<file path="src/rtl/q_chan_pkg.sv">
// Shared types and constants for the Q-channel initiator slice.
package q_chan_pkg;

  typedef enum logic [2:0] {
    Q_RUN     = 3'd0,
    Q_REQUEST = 3'd1,
    Q_STOPPED = 3'd2,
    Q_EXIT    = 3'd3,
    Q_DENIED  = 3'd4
  } q_ctrl_state_t;

  // Idle levels of the device-side handshake inputs.
  localparam logic SYNC_RST_QACCEPTN = 1'b1;
  localparam logic SYNC_RST_QACTIVE  = 1'b0;
  localparam logic SYNC_RST_QDENY    = 1'b0;

endpackage

</file>
<file path="src/rtl/dff2_sync.sv">
// Two-flop synchronizer with a configurable reset value.
module dff2_sync #(
  parameter logic RESET_VAL = 1'b0
) (
  input  logic clk,
  input  logic reset,
  input  logic d_i,
  output logic q_o
);

  logic meta_q;
  logic sync_q;

  always_ff @(posedge clk or posedge reset) begin
    if (reset) begin
      meta_q <= RESET_VAL;
      sync_q <= RESET_VAL;
    end else begin
      meta_q <= d_i;
      sync_q <= meta_q;
    end
  end

  assign q_o = sync_q;

endmodule

</file>
<file path="src/rtl/q_chan_controller.sv">
// Q-channel initiator: idle hysteresis, QREQn handshake, device clock gating
// and sticky protocol-error detection.
module q_chan_controller
  import q_chan_pkg::*;
#(
  parameter int unsigned IDLE_CYCLES = 16,
  parameter int unsigned CNT_W       = 8
) (
  input  logic             clk,
  input  logic             reset,
  input  logic             en_i,
  input  logic             wake_req_i,
  input  logic             qactive_i,
  input  logic             qacceptn_i,
  input  logic             qdeny_i,
  output logic             qreqn_o,
  output logic             clk_en_o,
  output logic [2:0]       state_o,
  output logic             stopped_o,
  output logic [CNT_W-1:0] deny_cnt_o,
  output logic             err_o
);

  localparam logic [CNT_W-1:0] IDLE_MAX = CNT_W'(IDLE_CYCLES);
  localparam logic [CNT_W-1:0] CNT_SAT  = '1;

  logic qactive_s, qacceptn_s, qdeny_s;

  dff2_sync #(.RESET_VAL(SYNC_RST_QACTIVE)) u_sync_qactive (
    .clk(clk), .reset(reset), .d_i(qactive_i), .q_o(qactive_s)
  );
  dff2_sync #(.RESET_VAL(SYNC_RST_QACCEPTN)) u_sync_qacceptn (
    .clk(clk), .reset(reset), .d_i(qacceptn_i), .q_o(qacceptn_s)
  );
  dff2_sync #(.RESET_VAL(SYNC_RST_QDENY)) u_sync_qdeny (
    .clk(clk), .reset(reset), .d_i(qdeny_i), .q_o(qdeny_s)
  );

  q_ctrl_state_t    state_q, state_d;
  logic [CNT_W-1:0] idle_cnt_q, idle_cnt_d;
  logic [CNT_W-1:0] deny_cnt_q, deny_cnt_d;
  logic             err_q, err_d;
  logic             qacc_prev_q;
  logic             qreqn_q, clk_en_q, stopped_q;
  logic             idle;

  assign idle = en_i & ~wake_req_i & ~qactive_s;

  always_comb begin
    state_d    = state_q;
    idle_cnt_d = '0;
    deny_cnt_d = deny_cnt_q;
    err_d      = err_q;

    if (state_q == Q_RUN && idle) begin
      idle_cnt_d = (idle_cnt_q == IDLE_MAX) ? idle_cnt_q : idle_cnt_q + CNT_W'(1);
    end

    // Error detection sits beside the transitions and never redirects them.
    unique case (state_q)
      Q_RUN: begin
        if (idle && idle_cnt_q == IDLE_MAX) state_d = Q_REQUEST;
        if (!qacceptn_s || qdeny_s) err_d = 1'b1;
      end
      Q_REQUEST: begin
        if (!qacceptn_s) begin
          state_d = Q_STOPPED;
          if (qdeny_s) err_d = 1'b1;
        end else if (qdeny_s) begin
          state_d = Q_DENIED;
          if (deny_cnt_q != CNT_SAT) deny_cnt_d = deny_cnt_q + CNT_W'(1);
        end
      end
      Q_STOPPED: begin
        if (qactive_s || wake_req_i || !en_i) state_d = Q_EXIT;
        if (qdeny_s || (qacceptn_s && !qacc_prev_q)) err_d = 1'b1;
      end
      Q_EXIT: begin
        if (qacceptn_s) state_d = Q_RUN;
        if (qdeny_s) err_d = 1'b1;
      end
      Q_DENIED: begin
        if (!qdeny_s) state_d = Q_RUN;
        if (!qacceptn_s) err_d = 1'b1;
      end
      default: state_d = Q_RUN;
    endcase
  end

  always_ff @(posedge clk or posedge reset) begin
    if (reset) begin
      state_q     <= Q_RUN;
      idle_cnt_q  <= '0;
      deny_cnt_q  <= '0;
      err_q       <= 1'b0;
      qacc_prev_q <= SYNC_RST_QACCEPTN;
      qreqn_q     <= 1'b1;
      clk_en_q    <= 1'b1;
      stopped_q   <= 1'b0;
    end else begin
      state_q     <= state_d;
      idle_cnt_q  <= idle_cnt_d;
      deny_cnt_q  <= deny_cnt_d;
      err_q       <= err_d;
      qacc_prev_q <= qacceptn_s;
      qreqn_q     <= !(state_d == Q_REQUEST || state_d == Q_STOPPED);
      clk_en_q    <= (state_d != Q_STOPPED);
      stopped_q   <= (state_d == Q_STOPPED);
    end
  end

  assign qreqn_o    = qreqn_q;
  assign clk_en_o   = clk_en_q;
  assign stopped_o  = stopped_q;
  assign state_o    = state_q;
  assign deny_cnt_o = deny_cnt_q;
  assign err_o      = err_q;

endmodule
</file>
<file path="config.mk">
export PLATFORM = sky130hd
export DESIGN_NAME = q_chan_controller
export DESIGN_NICKNAME = d
export VERILOG_FILES = /design/src/rtl/q_chan_pkg.sv /design/src/rtl/dff2_sync.sv /design/src/rtl/q_chan_controller.sv
export SDC_FILE = /design/constraint.sdc
export NUM_CORES = 1
export LEC_CHECK = 0
export CAP_MARGIN = 10
export CORE_MARGIN = 2
export CORE_UTILIZATION = 30
export DETAILED_ROUTE_END_ITERATION = 16
export SLEW_MARGIN = 0
export SYNTH_ARGS = -nofsm -noshare
export SYNTH_HDL_FRONTEND = slang
export SYNTH_SLANG_ARGS = --single-unit
export TNS_END_PERCENT = 100
</file>
<file path="constraint.sdc">
create_clock -name clk -period 1.5 [get_ports clk]
set_input_delay 0.3 -clock clk [delete_from_list [all_inputs] [get_ports clk]]
set_output_delay 0.3 -clock clk [all_outputs]
set_load 0.02 [all_outputs]
</file>
==> metrics.yaml, run 1 <==
layout:
  design_area_sq_mm: 0.00190
  fin_nets: 173
  fillers: 417
  drive_above_1_share_pct: 26.8
  syn2layout_area_growth_pct: 41.4
  fin_cells: 216
  diodes: 0
power_and_ir_drop:
  pwr-share-comb_pct: 29.7
  p_clk_share_pct: 31.8
  power.density_mw_per_mm2: 1400
  ir_worst_vdd_mv: 0.742
  p_leak_nw: 0.846
  swShare_pct: 30.4
  p_int_mw: 1.85
  pwr-share-seq_pct: 38.5
  p_sw_mw: 0.807
grt:
  grt_use_met3_pct: 4.84
  grt_util_met2_pct: 20.9
  overflow: 0
  grtUsageMet1_pct: 14.8
  grt_max_degree: 31
  grt_pass1_wl_mm: 4.88
  grt.busiest_layer: "met2"
  track_usage_pct: 12.5
  antenna_found_initial: 0
  grt_pass1_vias: 1074
yosys:
  syn_avg_cell_area_sq_um: 11.3
  seq_area_frac_synth_pct: 56.3
  synth_top_area_share_pct: 46.6
  synth_compound_area_share_pct: 6.15
  ys_warn_count: 0
  synth.area.mux_share_pct: 2.79
  synth-adder-area-share_pct: 2.79
  syn_nets: 129
  synth_area_leader_cell: "dfrtp_1"
  synth_top_cells_by_area: "dfrtp_1 47%, dfstp_2 9.8%, nand3_1 4.1%, xnor2_1 3.9%, ha_1 2.8%"
  synthXorXnorAreaFrac_pct: 6.52
  yosys.area_share.simple_pct: 22.3
  synth_cell_types: 36
  synth_area_sq_mm: 0.00134
  synth_top_family_by_area: "simple AND/OR/NAND/NOR gates"
  ys_ff_latch: 30
  syn_inst: 119
sta:
  fin_skew_ps: 6.15
  fin_hold_ws_ps: 351
  grt_setup_unrepaired: "yes"
  tightestPinTransition_ps: 318
  max_clock_freq_mhz: 668
  period_share_pct: 99.8
  maxSlewViolCount: 0
  period_minus_slack_ps: 1500
  finalSetupTns_ps: 0
  relSlewSlack_pct: 78.6
  finalSetupViolCount: 0
  hold_viol: 0
clocking:
  clock-sinks: 30
  htreeDepth: 2
  cts.clk_slew.worst_paths_ps: 70
  clock_latency_ps: 290
  cts_max_path_buffers: 2
  cts_buffers: 5
  cts_root_buffer: "clkbuf_8"
  cts_tree: "built"
  hold_buffers: 0
min_path:
  worstHoldStart: "u_sync_qdeny.meta_q"
  hold-path-endpoint: "u_sync_qdeny.q_o"
  hold_depth: 0
  hold_path_class: "reg -> reg"
setup_path:
  required_ps: 1680
  r2r-end: "deny_cnt_o[6]"
  crit_path_start_kind: "flip-flop"
  reg2regPathDepth: 4
  ff2ff_setup_slack_ps: 3
  criticalPathCategory: "reg -> reg"
  cp_max_fo: 3
  endpoint_kind: "flip-flop"
  reg2reg_from: "u_sync_qacceptn.q_o"
  cp.arrival_ps: 1670
placement:
  numPlacedInstances: 207
  port_buffers: 21
  gp_congestion: 0.797
  placed_area_sq_mm: 0.00175
  dpl.hpwl_mm: 1.89
floorplanning:
  die-area_sq_mm: 0.00503
  rows: 24
  core-area_sq_mm: 0.00432
  ios: 22
  die_w_microns: 70.9
  initial_core_util_pct: 31.1
  die_y_microns: 70.9
routing:
  avgRoutedWirePerCell_microns: 12.9
  ant_nets: 0
  vias: 1043
  dr.pass1.iters: 4
  drt_iter0_markers: 19
  vias_per_cell: 4.83
  drcViolationCount: 0
  drt-total-wl_mm: 2.80
run_status:
  status: "completed"
flow_run:
  cap_viol_max_count: 0
==> per-stage QoR <==
step | utilization [%] | setup WS (ps) | total power, mW
after detailed placement | 40.4 | -112 | 1.86
after global routing | 44.0 | -34.8 | 2.80
after floorplan | - | -99.7 | 1.46
after global placement | 40.4 | -21.1 | 1.85
after CTS | 43.5 | 11.6 | 2.64
final | 44.0 | 2.85 | 2.66
==> worst max path at each step <==
stage                        startpoint             to  slack (ps)
floorplan                    state_o[1]  deny_cnt_o[6]        -100
finish              u_sync_qacceptn.q_o  deny_cnt_o[6]           3
global route        u_sync_qacceptn.q_o  deny_cnt_o[6]         -30
detailed placement                 en_i        qreqn_o        -110
global placement          idle_cnt_q[0]        qreqn_o         -20
CTS                       deny_cnt_o[0]  deny_cnt_o[5]          10
==> power by group through the flow <==
stage               registers, mW  logic, mW  clock network [mW]
floorplan                    1.19      0.274                   0
global placement             1.02      0.824                   0
detailed placement           1.03      0.829                   0
CTS                          1.01      0.768               0.864
global route                 1.04      0.863               0.899
finish                       1.02      0.790               0.844
==> layer usage <==
layer | up-vias | wire length, microns
li1 | 498 | -
met1 | 514 | 1200
met5 | - | 0
met2 | 27 | 1390
met3 | 4 | 163
met4 | 0 | 38
==> layout make-up <==
type / instances / area (sq um) / share of cell area (%)
clock buffer: 7 / 86.3 / 4.54
clock inverter: 1 / 30.0 / 1.58
inverter: 7 / 26.3 / 1.38
multi-input combinational: 80 / 591 / 31.1
sequential: 30 / 761 / 40.0
tap: 52 / 65.1 / 3.42
timing repair buffer: 39 / 342 / 18.0
==> Yosys cell counts, drive strengths merged <==
| master | count |
|---|---|
| nor2 | 9 |
| a21oi | 5 |
| nand4 | 2 |
| and3 | 4 |
| o21a | 1 |
| nand2 | 6 |
| mux2 | 3 |
| dfstp | 5 |
| nand2b | 1 |
| nand3 | 11 |
| dfrtp | 25 |
| xnor2 | 6 |
| a211o | 1 |
| ha | 3 |
| nand4b | 1 |
| o31ai | 1 |
| nor3b | 3 |
| nor2b | 5 |
| and2 | 2 |
| o21ai | 1 |
| a31oi | 1 |
| o32a | 1 |
| and3b | 1 |
| and4 | 2 |
| buf | 2 |
| nor3 | 2 |
| xor2 | 4 |
| inv | 7 |
| nor4bb | 1 |
| a211oi | 1 |
| nand3b | 2 |
==> critical path: stages, from the launching register on <==
cell     delay (ps)
dfstp_2         530
and3b_2         190
and3_4          190
and4_4          200
mux2_4          290
==> cells in the final DEF, fill, tap and decap left out, types with 2 or more instances in the layout <==
master           Yosys  layout
nor3_1               2       2
and4_4               1       2
nand3_1             11      10
nor2b_1              5       5
inv_1                7       7
a21oi_1              5       5
nor3b_1              3       3
clkbuf_8             0       6
nand2_1              6       5
and2_1               2       2
xor2_1               4       4
xnor2_1              6       6
ha_1                 3       2
dfstp_2              5       5
and3_1               3       3
dfrtp_1             25      22
clkdlybuf4s15_1      0       2
clkdlybuf4s50_1      0       6
nor2_1               9       9
dfrtp_2              0       3
nand4_1              2       2
nand3b_1             2       2
buf_4                0      17
dlygate4sd2_1        0      13
==> what timing repair did <==
| action | 4_1_cts | 5_1_grt |
|---|---|---|
| buffers inserted | 1 | 0 |
| setup endpoints to repair | 22 | 9 |
| pin swaps | 3 | 2 |
| cloned | 0 | 0 |
| gates resized for setup | 20 | 6 |
==> cells by family (layout without fill, tap and decap cells) <==
family	after synthesis	after routing
simple gates	52	52
mux	3	3
compound gates	12	12
buf+inv	9	54
flops	30	30
fa+ha+maj	3	3
xor+xnor	10	10
No activity file was read; power rests on OpenSTA's default activity.
==> run 2, diff against run 1 <==
--- a/config.mk
+++ b/config.mk
@@ -7,8 +7,9 @@
 export LEC_CHECK = 0
 export CAP_MARGIN = 10
 export CORE_MARGIN = 2
-export CORE_UTILIZATION = 30
+export CORE_UTILIZATION = 41
 export DETAILED_ROUTE_END_ITERATION = 16
+export PLACE_DENSITY = 0.66
 export SLEW_MARGIN = 0
 export SYNTH_ARGS = -nofsm -noshare
 export SYNTH_HDL_FRONTEND = slang
==> run 2 against run 1 <==
- the flow now finishes with violations (setup timing)
- routed wire length is 11% lower
- via count shrank 1.9%
- setup slack worse by 32 ps
- first-iteration DRC count grew 26%
- clock skew hardly changed
- total power down 15%
- clock-buffer cell count rose by 1
- combinational power about the same
- sequential cell count is the same
- cell area fell by 4.2%
- maximum frequency shrank 2.1%
- final cell count shrank 3.2%
- critical endpoint unchanged
- largest cell class unchanged
- highest routed layer unchanged
==> metrics.yaml, run 2 (synthesis results as in run 1) <==
clocking:
  cts_tree: "built"  # unchanged
  htreeDepth: 2  # unchanged
  cts_root_buffer: "clkbuf_4"  # was clkbuf_8
  cts_max_path_buffers: 2  # unchanged
  cts.clk_slew.worst_paths_ps: 90  # was 70 ps
  clock-sinks: 30  # unchanged
  cts_buffers: 5  # unchanged
  hold_buffers: 0  # unchanged
  clock_latency_ps: 310  # was 290 ps
floorplanning:
  die-area_sq_mm: 0.00375  # was 0.00503 sq mm
  ios: 22  # unchanged
  core-area_sq_mm: 0.00308  # was 0.00432 sq mm
  die_w_microns: 61.3  # was 70.9 microns
  die_y_microns: 61.3  # was 70.9 microns
  initial_core_util_pct: 43.7  # was 31.1%
  rows: 20  # was 24
sta:
  max_clock_freq_mhz: 654  # was 668 MHz
  hold_viol: 0  # unchanged
  fin_ws_ps: -29.2  # was 2.85 ps
  grt_setup_unrepaired: "yes"  # unchanged
  relSlewSlack_pct: 78.9  # was 78.6%
  period_share_pct: 102  # was 99.8%
  finalSetupViolCount: 1  # was 0
  period_minus_slack_ps: 1530  # was 1500 ps
  fin_skew_ps: 6.31  # was 6.15 ps
  maxSlewViolCount: 0  # unchanged
  tightestPinTransition_ps: 313  # was 318 ps
  fin_hold_ws_ps: 321  # was 351 ps
min_path:
  hold_path_class: "in -> async"  # was reg -> reg
power_and_ir_drop:
  pwr-share-comb_pct: 35.3  # was 29.7%
  power.density_mw_per_mm2: 1230  # was 1400 mW/mm^2
  swShare_pct: 33.5  # was 30.4%
  p_sw_mw: 0.752  # was 0.807 mW
  p_clk_share_pct: 19.3  # was 31.8%
  pwr-share-seq_pct: 45.4  # was 38.5%
  p_leak_nw: 0.823  # was 0.846 nW
  ir_worst_vdd_mv: 0.636  # was 0.742 mV
  p_int_mw: 1.49  # was 1.85 mW
setup_path:
  criticalPathCategory: "reg -> reg"  # unchanged
  slowest_stage: "dfstp_2"  # unchanged
  cp_cell_sequence: "and3b_1 > and3_4 > and4_4 > mux2_4"  # was and3b_2 > and3_4 > and4_4 > mux2_4
  cp.arrival_ps: 1730  # was 1670 ps
  cp_max_fo: 3  # unchanged
  endpoint_kind: "flip-flop"  # unchanged
  slowest_delay_ps: 560  # was 530 ps
  crit_path_start_kind: "flip-flop"  # unchanged
  required_ps: 1700  # was 1680 ps
grt:
  antenna_found_initial: 0  # unchanged
  grt_pass1_vias: 1046  # was 1074
  grt_pass1_wl_mm: 4.26  # was 4.88 mm
  track_usage_pct: 15.8  # was 12.5%
  grt_max_degree: 31  # unchanged
  overflow: 0  # unchanged
routing:
  vias_per_cell: 4.89  # was 4.83
  drcViolationCount: 0  # unchanged
  vias: 1023  # was 1043
  avgRoutedWirePerCell_microns: 11.9  # was 12.9 microns
  ant_nets: 0  # unchanged
  dr.pass1.iters: 5  # was 4
  drt_iter0_markers: 24  # was 19
  drt-total-wl_mm: 2.49  # was 2.80 mm
placement:
  port_buffers: 21  # unchanged
  dpl.hpwl_mm: 1.86  # was 1.89 mm
  placed_area_sq_mm: 0.00172  # was 0.00175 sq mm
  gp_congestion: 0.818  # was 0.797
layout:
  fin_nets: 174  # was 173
  final_cell_mix: "22 x dfrtp_1, 17 x buf_4, 11 x nand3_1, 10 x dlygate4sd2_1, 9 x nor2_1"  # was 22 x dfrtp_1, 17 x buf_4, 13 x dlygate4sd2_1, 10 x nand3_1, 9 x nor2_1
  drive_above_1_share_pct: 28.5  # was 26.8%
  fin_util_pct: 59.1  # was 44.0%
  final_common_cell: "dfrtp_1"  # unchanged
  diodes: 0  # unchanged
  syn2layout_area_growth_pct: 35.5  # was 41.4%
  design_area_sq_mm: 0.00182  # was 0.00190 sq mm
run_status:
  violations: "setup timing"
  status: "finished with violations"  # was completed
flow_run:
  cap_viol_max_count: 0  # unchanged
[run 2: repair_timing]
action,4_1_cts,5_1_grt
endpoints found under the setup margin,20,14
gates resized for setup,24,10
pin swaps,5,3
setup buffers,3,1
endpoints found under the hold margin,0,0
cloned,0,0
[run 2: through the flow]
stage / setup slack (ps) / instances / power [mW] / TNS, ps
floorplan: -99.7 / 119 / 1.46 / -128
global route: -81.5 / 209 / 2.40 / -168
finish: -29.2 / 209 / 2.25 / -29.2
CTS: -18.5 / 208 / 2.28 / -18.5
detailed placement: -150 / 197 / 1.85 / -1270
global placement: -103 / 197 / 1.84 / -603
[run 2: power groups by stage]
| stage | registers [mW] | clock network, mW | logic, mW |
|---|---|---|---|
| after floorplan | 1.19 | 0 | 0.274 |
| after global placement | 1.02 | 0 | 0.817 |
| after detailed placement | 1.02 | 0 | 0.829 |
| after CTS | 1.02 | 0.452 | 0.808 |
| after global routing | 1.03 | 0.493 | 0.877 |
| final | 1.02 | 0.434 | 0.792 |
[run 2: worst max-delay path: cells and delay by family, from the launching register on]
family	cells	cell delay, ps
DFF	1	560
muxes	1	290
and+or+nand+nor	3	580
[run 2: per-layer routing]
| layer | global-route usage [%] | vias to the layer above | routed length, microns |
|---|---|---|---|
| li1 | - | 500 | - |
| met1 | 18.5 | 500 | 1140 |
| met2 | 26.9 | 18 | 1230 |
| met3 | 3.78 | 5 | 80 |
| met4 | 8.39 | 0 | 37 |
| met5 | 0 | - | 0 |
[run 2: final timing paths]
| kind | slack [ps] | startpoint | cells after the start | endpoint |
|---|---|---|---|---|
| worst min register to register | 360 | u_sync_qacceptn.meta_q | 0 | u_sync_qacceptn.q_o |
| worst max-delay path | -30 | u_sync_qacceptn.q_o | 4 | deny_cnt_o[6] |
| max in group asynchronous | 940 | reset | 3 | qacc_prev_q |
| worst min-delay path | 320 | reset | 3 | stopped_o |
| worst max register to register | -30 | u_sync_qacceptn.q_o | 4 | deny_cnt_o[6] |
| min in group clk | 360 | u_sync_qacceptn.meta_q | 0 | u_sync_qacceptn.q_o |
[run 2: cell type report]
class                      instances  area, sq um
clock buffer                       8         48.8
fill                             277         1260
inverter                           7         26.3
multi-input combinational         80          593
sequential                        30          761
tap                               44         55.1
timing repair buffer              40          337
==> run 3, diff against run 2 <==
--- a/config.mk
+++ b/config.mk
@@ -5,7 +5,7 @@
 export SDC_FILE = /design/constraint.sdc
 export NUM_CORES = 1
 export LEC_CHECK = 0
-export CAP_MARGIN = 10
+export CAP_MARGIN = 5
 export CORE_MARGIN = 2
 export CORE_UTILIZATION = 41
 export DETAILED_ROUTE_END_ITERATION = 16
==> results of run 3 <==
The final DEF is identical to that of run 2; final timing and power are the same.
